==> config.mk <==
export PLATFORM = sky130hd
export DESIGN_NAME = wb_timer
export DESIGN_NICKNAME = d
export VERILOG_FILES = /design/src/rtl/wb_timer_pkg.sv /design/src/rtl/wb_timer_presc.sv /design/src/rtl/wb_timer.sv
export SDC_FILE = /design/constraint.sdc
export NUM_CORES = 1
export LEC_CHECK = 0
export CORE_MARGIN = 2
export CORE_UTILIZATION = 30
export CTS_BUF_LIST = sky130_fd_sc_hd__clkbuf_4
export DETAILED_ROUTE_END_ITERATION = 8
export GPL_TIMING_DRIVEN = 1
export MAX_ROUTING_LAYER = met4
export SLEW_MARGIN = 20
export SYNTH_ARGS = -nofsm -noshare
export SYNTH_HDL_FRONTEND = slang
export SYNTH_SLANG_ARGS = --single-unit
==> constraint.sdc <==
create_clock -name sys_clk -period 3.8 [get_ports sys_clk]
set_clock_uncertainty 0.2 [all_clocks]
set_input_delay 0.76 -clock sys_clk [delete_from_list [all_inputs] [get_ports sys_clk]]
set_output_delay 0.76 -clock sys_clk [all_outputs]
set_load 0.05 [all_outputs]
==> src/rtl/wb_timer_pkg.sv <==
// Register map, bit positions and decode width shared by the RTL and the firmware header.
package wb_timer_pkg;
  localparam int ADR_LSB = 2;
  localparam int ADR_W   = 3;

  localparam logic [ADR_W-1:0] REG_CTRL     = 3'd0;
  localparam logic [ADR_W-1:0] REG_STATUS   = 3'd1;
  localparam logic [ADR_W-1:0] REG_RELOAD   = 3'd2;
  localparam logic [ADR_W-1:0] REG_COUNT    = 3'd3;
  localparam logic [ADR_W-1:0] REG_PRESCALE = 3'd4;

  localparam int CTRL_EN    = 0;
  localparam int CTRL_AR    = 1;
  localparam int CTRL_IE    = 2;
  localparam int CTRL_W     = 3;
  localparam int STATUS_EXP = 0;

  function automatic logic [31:0] byte_merge(input logic [31:0] old_v,
                                             input logic [31:0] new_v,
                                             input logic [3:0]  sel);
    logic [31:0] res;
    for (int b = 0; b < 4; b++)
      res[8*b +: 8] = sel[b] ? new_v[8*b +: 8] : old_v[8*b +: 8];
    return res;
  endfunction
endpackage

==> src/rtl/wb_timer_presc.sv <==
// Prescaler: counts 0..div while enabled and emits a one-cycle tick on the wrap cycle.
module wb_timer_presc #(
  parameter int W = 16
) (
  input  logic         sys_clk,
  input  logic         sys_rst_n,
  input  logic         en,
  input  logic [W-1:0] div,
  input  logic         restart,
  output logic         tick
);
  logic [W-1:0] cnt_q, cnt_d;
  logic         wrap;

  // >= so a divisor rewritten below the running count wraps immediately
  assign wrap = (cnt_q >= div);
  assign tick = en & wrap;

  always_comb begin
    cnt_d = cnt_q + W'(1);
    if (!en || restart || wrap) cnt_d = '0;
  end

  always_ff @(posedge sys_clk or negedge sys_rst_n) begin
    if (!sys_rst_n) cnt_q <= '0;
    else            cnt_q <= cnt_d;
  end
endmodule

==> src/rtl/wb_timer.sv <==
// Wishbone down-counting timer: bus slave with one wait state, register file, expiry/irq logic.
module wb_timer
  import wb_timer_pkg::*;
#(
  parameter int          PRESCALE_W = 16,
  parameter logic [31:0] RELOAD_RST = 32'h0
) (
  input  logic        sys_clk,
  input  logic        sys_rst_n,
  input  logic [31:0] wb_adr_i,
  input  logic [31:0] wb_dat_i,
  output logic [31:0] wb_dat_o,
  input  logic [3:0]  wb_sel_i,
  input  logic        wb_we_i,
  input  logic        wb_cyc_i,
  input  logic        wb_stb_i,
  output logic        wb_ack_o,
  output logic        irq
);
  logic                  pend_q, pend_d, ack_q, ack_d;
  logic [31:0]           dat_q, dat_d;
  logic [CTRL_W-1:0]     ctrl_q, ctrl_d;
  logic                  exp_q, exp_d;
  logic [31:0]           reload_q, reload_d, count_q, count_d;
  logic [PRESCALE_W-1:0] presc_q, presc_d;

  logic [ADR_W-1:0] idx;
  logic             req, xfer, wr, tick, expire, restart;
  logic             wr_ctrl, wr_status, wr_reload, wr_count, wr_presc;
  logic [31:0]      rdata;
  logic             unused_adr;

  assign idx        = wb_adr_i[ADR_LSB +: ADR_W];
  assign unused_adr = ^{wb_adr_i[31:ADR_LSB+ADR_W], wb_adr_i[ADR_LSB-1:0]};

  // A request must still be present on the second edge; that edge raises ack and commits.
  assign req  = wb_cyc_i & wb_stb_i;
  assign xfer = pend_q & req;
  assign wr   = xfer & wb_we_i;

  assign wr_ctrl   = wr && (idx == REG_CTRL);
  assign wr_status = wr && (idx == REG_STATUS);
  assign wr_reload = wr && (idx == REG_RELOAD);
  assign wr_count  = wr && (idx == REG_COUNT);
  assign wr_presc  = wr && (idx == REG_PRESCALE);

  assign expire  = tick && (count_q == '0);
  assign restart = wr_ctrl & wb_sel_i[0] & wb_dat_i[CTRL_EN] & ~ctrl_q[CTRL_EN];

  assign wb_ack_o = ack_q;
  assign wb_dat_o = dat_q;
  assign irq      = exp_q & ctrl_q[CTRL_IE];

  wb_timer_presc #(.W(PRESCALE_W)) u_presc (
    .sys_clk   (sys_clk),
    .sys_rst_n (sys_rst_n),
    .en        (ctrl_q[CTRL_EN]),
    .div       (presc_q),
    .restart   (restart),
    .tick      (tick)
  );

  always_comb begin
    rdata = '0;
    case (idx)
      REG_CTRL:     rdata = 32'(ctrl_q);
      REG_STATUS:   rdata = 32'(exp_q) << STATUS_EXP;
      REG_RELOAD:   rdata = reload_q;
      REG_COUNT:    rdata = count_q;
      REG_PRESCALE: rdata = 32'(presc_q);
      default:      rdata = '0;
    endcase
  end

  always_comb begin
    pend_d = req & ~ack_q & ~pend_q;
    ack_d  = xfer;
    dat_d  = (xfer && !wb_we_i) ? rdata : '0;

    ctrl_d = ctrl_q;
    if (expire && !ctrl_q[CTRL_AR]) ctrl_d[CTRL_EN] = 1'b0;
    if (wr_ctrl && wb_sel_i[0])     ctrl_d = wb_dat_i[CTRL_W-1:0];

    // Expiry set beats a same-cycle write-1-to-clear
    exp_d = exp_q;
    if (wr_status && wb_sel_i[0] && wb_dat_i[STATUS_EXP]) exp_d = 1'b0;
    if (expire) exp_d = 1'b1;

    reload_d = wr_reload ? byte_merge(reload_q, wb_dat_i, wb_sel_i) : reload_q;
    presc_d  = wr_presc ? PRESCALE_W'(byte_merge(32'(presc_q), wb_dat_i, wb_sel_i)) : presc_q;

    count_d = count_q;
    if (tick) begin
      if (count_q == '0) count_d = ctrl_q[CTRL_AR] ? reload_q : '0;
      else               count_d = count_q - 32'd1;
    end
    if (wr_count) count_d = byte_merge(count_q, wb_dat_i, wb_sel_i);
  end

  always_ff @(posedge sys_clk or negedge sys_rst_n) begin
    if (!sys_rst_n) begin
      pend_q   <= 1'b0;
      ack_q    <= 1'b0;
      dat_q    <= '0;
      ctrl_q   <= '0;
      exp_q    <= 1'b0;
      reload_q <= RELOAD_RST;
      count_q  <= RELOAD_RST;
      presc_q  <= '0;
    end else begin
      pend_q   <= pend_d;
      ack_q    <= ack_d;
      dat_q    <= dat_d;
      ctrl_q   <= ctrl_d;
      exp_q    <= exp_d;
      reload_q <= reload_d;
      count_q  <= count_d;
      presc_q  <= presc_d;
    end
  end
endmodule

==> summary.md <==
| Metric | Value |
|---|---|
| Starting DRT DRC Count | `370` |
| Syn Std Cell Area | `about 7300 um2` |
| Drt pass-1 iters | `5` |
| Setup WS post-layout | `around 0.57 ns` |
| Sink Count | `between 100 and 150` |
| Clk_lat worst skew | `0.57 ns` |
| R2R Setup Slk | `0.57 ns` |
| CTS Root Cell | `clkbuf_4` |
| Core area | `~24000 um2` |
| CP required | `4.04 ns` |
| CTS clk-pin slew, worst paths | `between 0.1 and 0.15 ns` |
| R2R depth | `7` |
| Post-route clock period utilization | `85.0%` |
| Dpl ws | `0.610 ns` |
| Min Hold Slack | `0.238 ns` |
| Seq cells post-synth | `134` |
| Count leader, synth | `dfrtp_1` |
| CP Launch Type | `flip-flop` |
| Die height | `about 160 um` |
| Final HPWL DP | `14400 um` |
| RSZ-0062 raised after global routing | `no` |
| Ys async rst share | `100%` |
| WP data arrival | `3.48 ns` |
| Setup crit end kind | `flip-flop` |
| GR Overflow Total | `0` |
| Antenna-violating nets left | `0` |
| Chip width | `160 um` |
| Status | `completed` |
| Top cell type by total area after synthesis | `dfrtp_1` |
| Max Freq | `309 MHz` |
| Vias per cell | `5.24` |
| Ys Warns | `0` |
| Synth Flop Type | `dfrtp_1` |
| Leak pwr | `about 0.0037 uW` |
| H-tree depth | `4` |
| Hold Path End | `pend_q$_DFF_PN0_` |
| Initial core utilization | `30.3%` |
| Number of I/O port buffers | `77` |
| Post-synth EDFFs | `0` |
| Clock buffer count from CTS | `17` |
| Largest cells by area after synthesis | `dfrtp_1 (46%), mux2_2 (7.8%), nor2_1 (5.6%), ha_1 (3.2%), mux2i_1 (3.1%)` |
| Gr usage total | `around 17%` |
| Reg2reg start | `count_q[15]$_DFFE_PN0P_` |
| Avg Inst Size Synth | `9.73 um2` |
| Mapped Cells | `753` |
| Residual DRC | `0` |
| Setup tns final | `0 ns` |
| CTS tree | `built` |
| Share of layout cells above drive strength 1 | `14.7%` |
| Final wirelength | `20400 um` |
| Max Slew Vio Count | `0` |
| IO Pins | `107` |
| Top cells by count, synth | `dfrtp_1 (134), nor2_1 (110), mux2_2 (51), nand2_1 (49)` |
| # rows | `57` |
| Area Overhead vs Synth | `20.9%` |
| Net Count, Synth | `between 800 and 900` |
| WL/cell | `17.4 um` |
| Post-CTS Setup Inserts | `0` |
| Max FO, Critical Path | `14` |
| RePlAce Congestion | `between 0.8 and 0.9` |
| Clock Path Buffers | `2` |
| Antenna violations before repair | `1` |
| Synth top area share | `45.8%` |
| Minimum clock period | `3.23 ns` |
| PD cells | `between 400 and 500 nW/um2` |
| Setup violations, final | `0` |
| Die Footprint | `25700 um2` |
| Vias | `between 6000 and 7000` |
| RR Endpoint | `count_q[10]$_DFFE_PN0P_` |
| Max_cap viols | `0` |
| Sequential area share after synthesis | `a little under half` |
| Max IR drop VDD | `166 uV` |
| Netlist cell types | `68` |
| CP Class | `reg -> reg` |
| Hold_sp | `wb_ack_o$_DFF_PN0_` |
| Largest net degree at the start of global routing | `70` |
| Hold Path Class | `reg -> reg` |
| Worst relative slew slack | `44.8%` |
| Slew @ Worst Pin | `between 0.8 and 0.9 ns` |
| PostCTS Resize Cnt | `0` |
| Layout net count | `923` |
| Fin. Hold Viols | `0` |
| First-pass GRT wire length | `33300 um` |
| Hold path depth | `1` |
| Vias in the first global route | `6016` |
## cell families (layout without fill, tap and decap cells)
| family | after synthesis | after routing | share of synthesized area (%) |
|---|---|---|---|
| buffers and inverters | 64 | 154 | 3.77 |
| and+or+nand+nor | 277 | 277 | 18.4 |
| DFF | 134 | 134 | 45.8 |
| muxes | 74 | 74 | 11.0 |
| adders and majority gates | 19 | 19 | 3.24 |
| other | 0 | 1 | 0 |
| AOI/OAI and AO/OA | 165 | 165 | 15.4 |
| xor gates and xnor gates | 20 | 20 | 2.39 |
## power by group
group | total, uW | internal, uW | switching, uW
clock | 1140 | 580 | 561
sequential | 1740 | 1550 | 185
combinational | 821 | 362 | 459
total | 3700 | 2500 | 1200
## area by class of cell
| type | count | area [um2] |
|---|---|---|
| antenna | 1 | 2.50 |
| clock buffer | 17 | 128 |
| clock inverter | 14 | 206 |
| fill | 2430 | 15300 |
| inverter | 21 | 78.8 |
| multi-input combinational | 555 | 3700 |
| sequential | 134 | 3350 |
| tap | 324 | 405 |
| timing repair buffer | 102 | 982 |
## layout by cell type (no fill, tap or decap), types with 17 or more instances in the layout
cell             count
buf_4               22
ha_1                19
clkdlybuf4s50_1     75
mux2i_1             23
clkbuf_4            17
nand3_1             17
a21oi_1             31
dfrtp_1            134
mux2_2              51
o31ai_1             23
inv_1               21
nor3_1              29
nor2_1             110
o21ai_0             31
nand2_1             49
## flip-flops by register name, indices dropped and copies added, names as in the netlist
name           count
count_q           32
reload_q          32
wb_dat_o          32
presc_q           16
u_presc.cnt_q     16
ctrl_q             3
exp_q              1
pend_q             1
wb_ack_o           1
## worst max-delay path by stage
stage / slack (ns) / end / start / cells after the start
final: 0.57 / count_q[10]$_DFFE_PN0P_ / count_q[15]$_DFFE_PN0P_ / 7
after global routing: 0.47 / count_q[20]$_DFFE_PN0P_ / count_q[15]$_DFFE_PN0P_ / 7
after CTS: 0.58 / count_q[10]$_DFFE_PN0P_ / count_q[15]$_DFFE_PN0P_ / 7
after detailed placement: 0.61 / count_q[10]$_DFFE_PN0P_ / count_q[14]$_DFFE_PN0P_ / 7
after global placement: 0.62 / reload_q[31]$_DFFE_PN0P_ / wb_adr_i[3] / 6
after floorplan: 0.82 / count_q[15]$_DFFE_PN0P_ / count_q[14]$_DFFE_PN0P_ / 7
## worst max-delay path, stage by stage, from the launching register on
cell and delay [ns]:
dfrtp_1 0.46, or4_4 0.59, or4_4 0.57, nor4_4 0.49, buf_4 0.29, nor2_1 0.08
a311oi_1 0.30, o31ai_1 0.12
## repair_timing
action / 4_1_cts / 5_1_grt
hold buffers: 1 / 0
endpoints found under the hold margin: 32 / 0
setup endpoints to repair: 0 / 0
## metrics by stage
stage                     cells  power, uW  area (um2)  util, %
after global routing       1168       3910        8860     36.7
after floorplan             753       2250        7330        -
after CTS                  1167       3730        8860     36.6
final                      1168       3700        8860     36.7
after detailed placement   1135       2580        8510     35.2
after global placement     1135       2570        8510     35.2
## metal layers
| layer | global-route usage (%) | vias up | part of all wire [%] |
|---|---|---|---|
| li1 | - | 2929 | - |
| met1 | 22.8 | 2997 | 48 |
| met2 | 26.0 | 165 | 47 |
| met3 | 2.89 | 25 | 4.0 |
| met4 | 4.50 | 0 | 1.5 |
| met5 | - | - | 0 |
(Power assumes the default switching activity.)
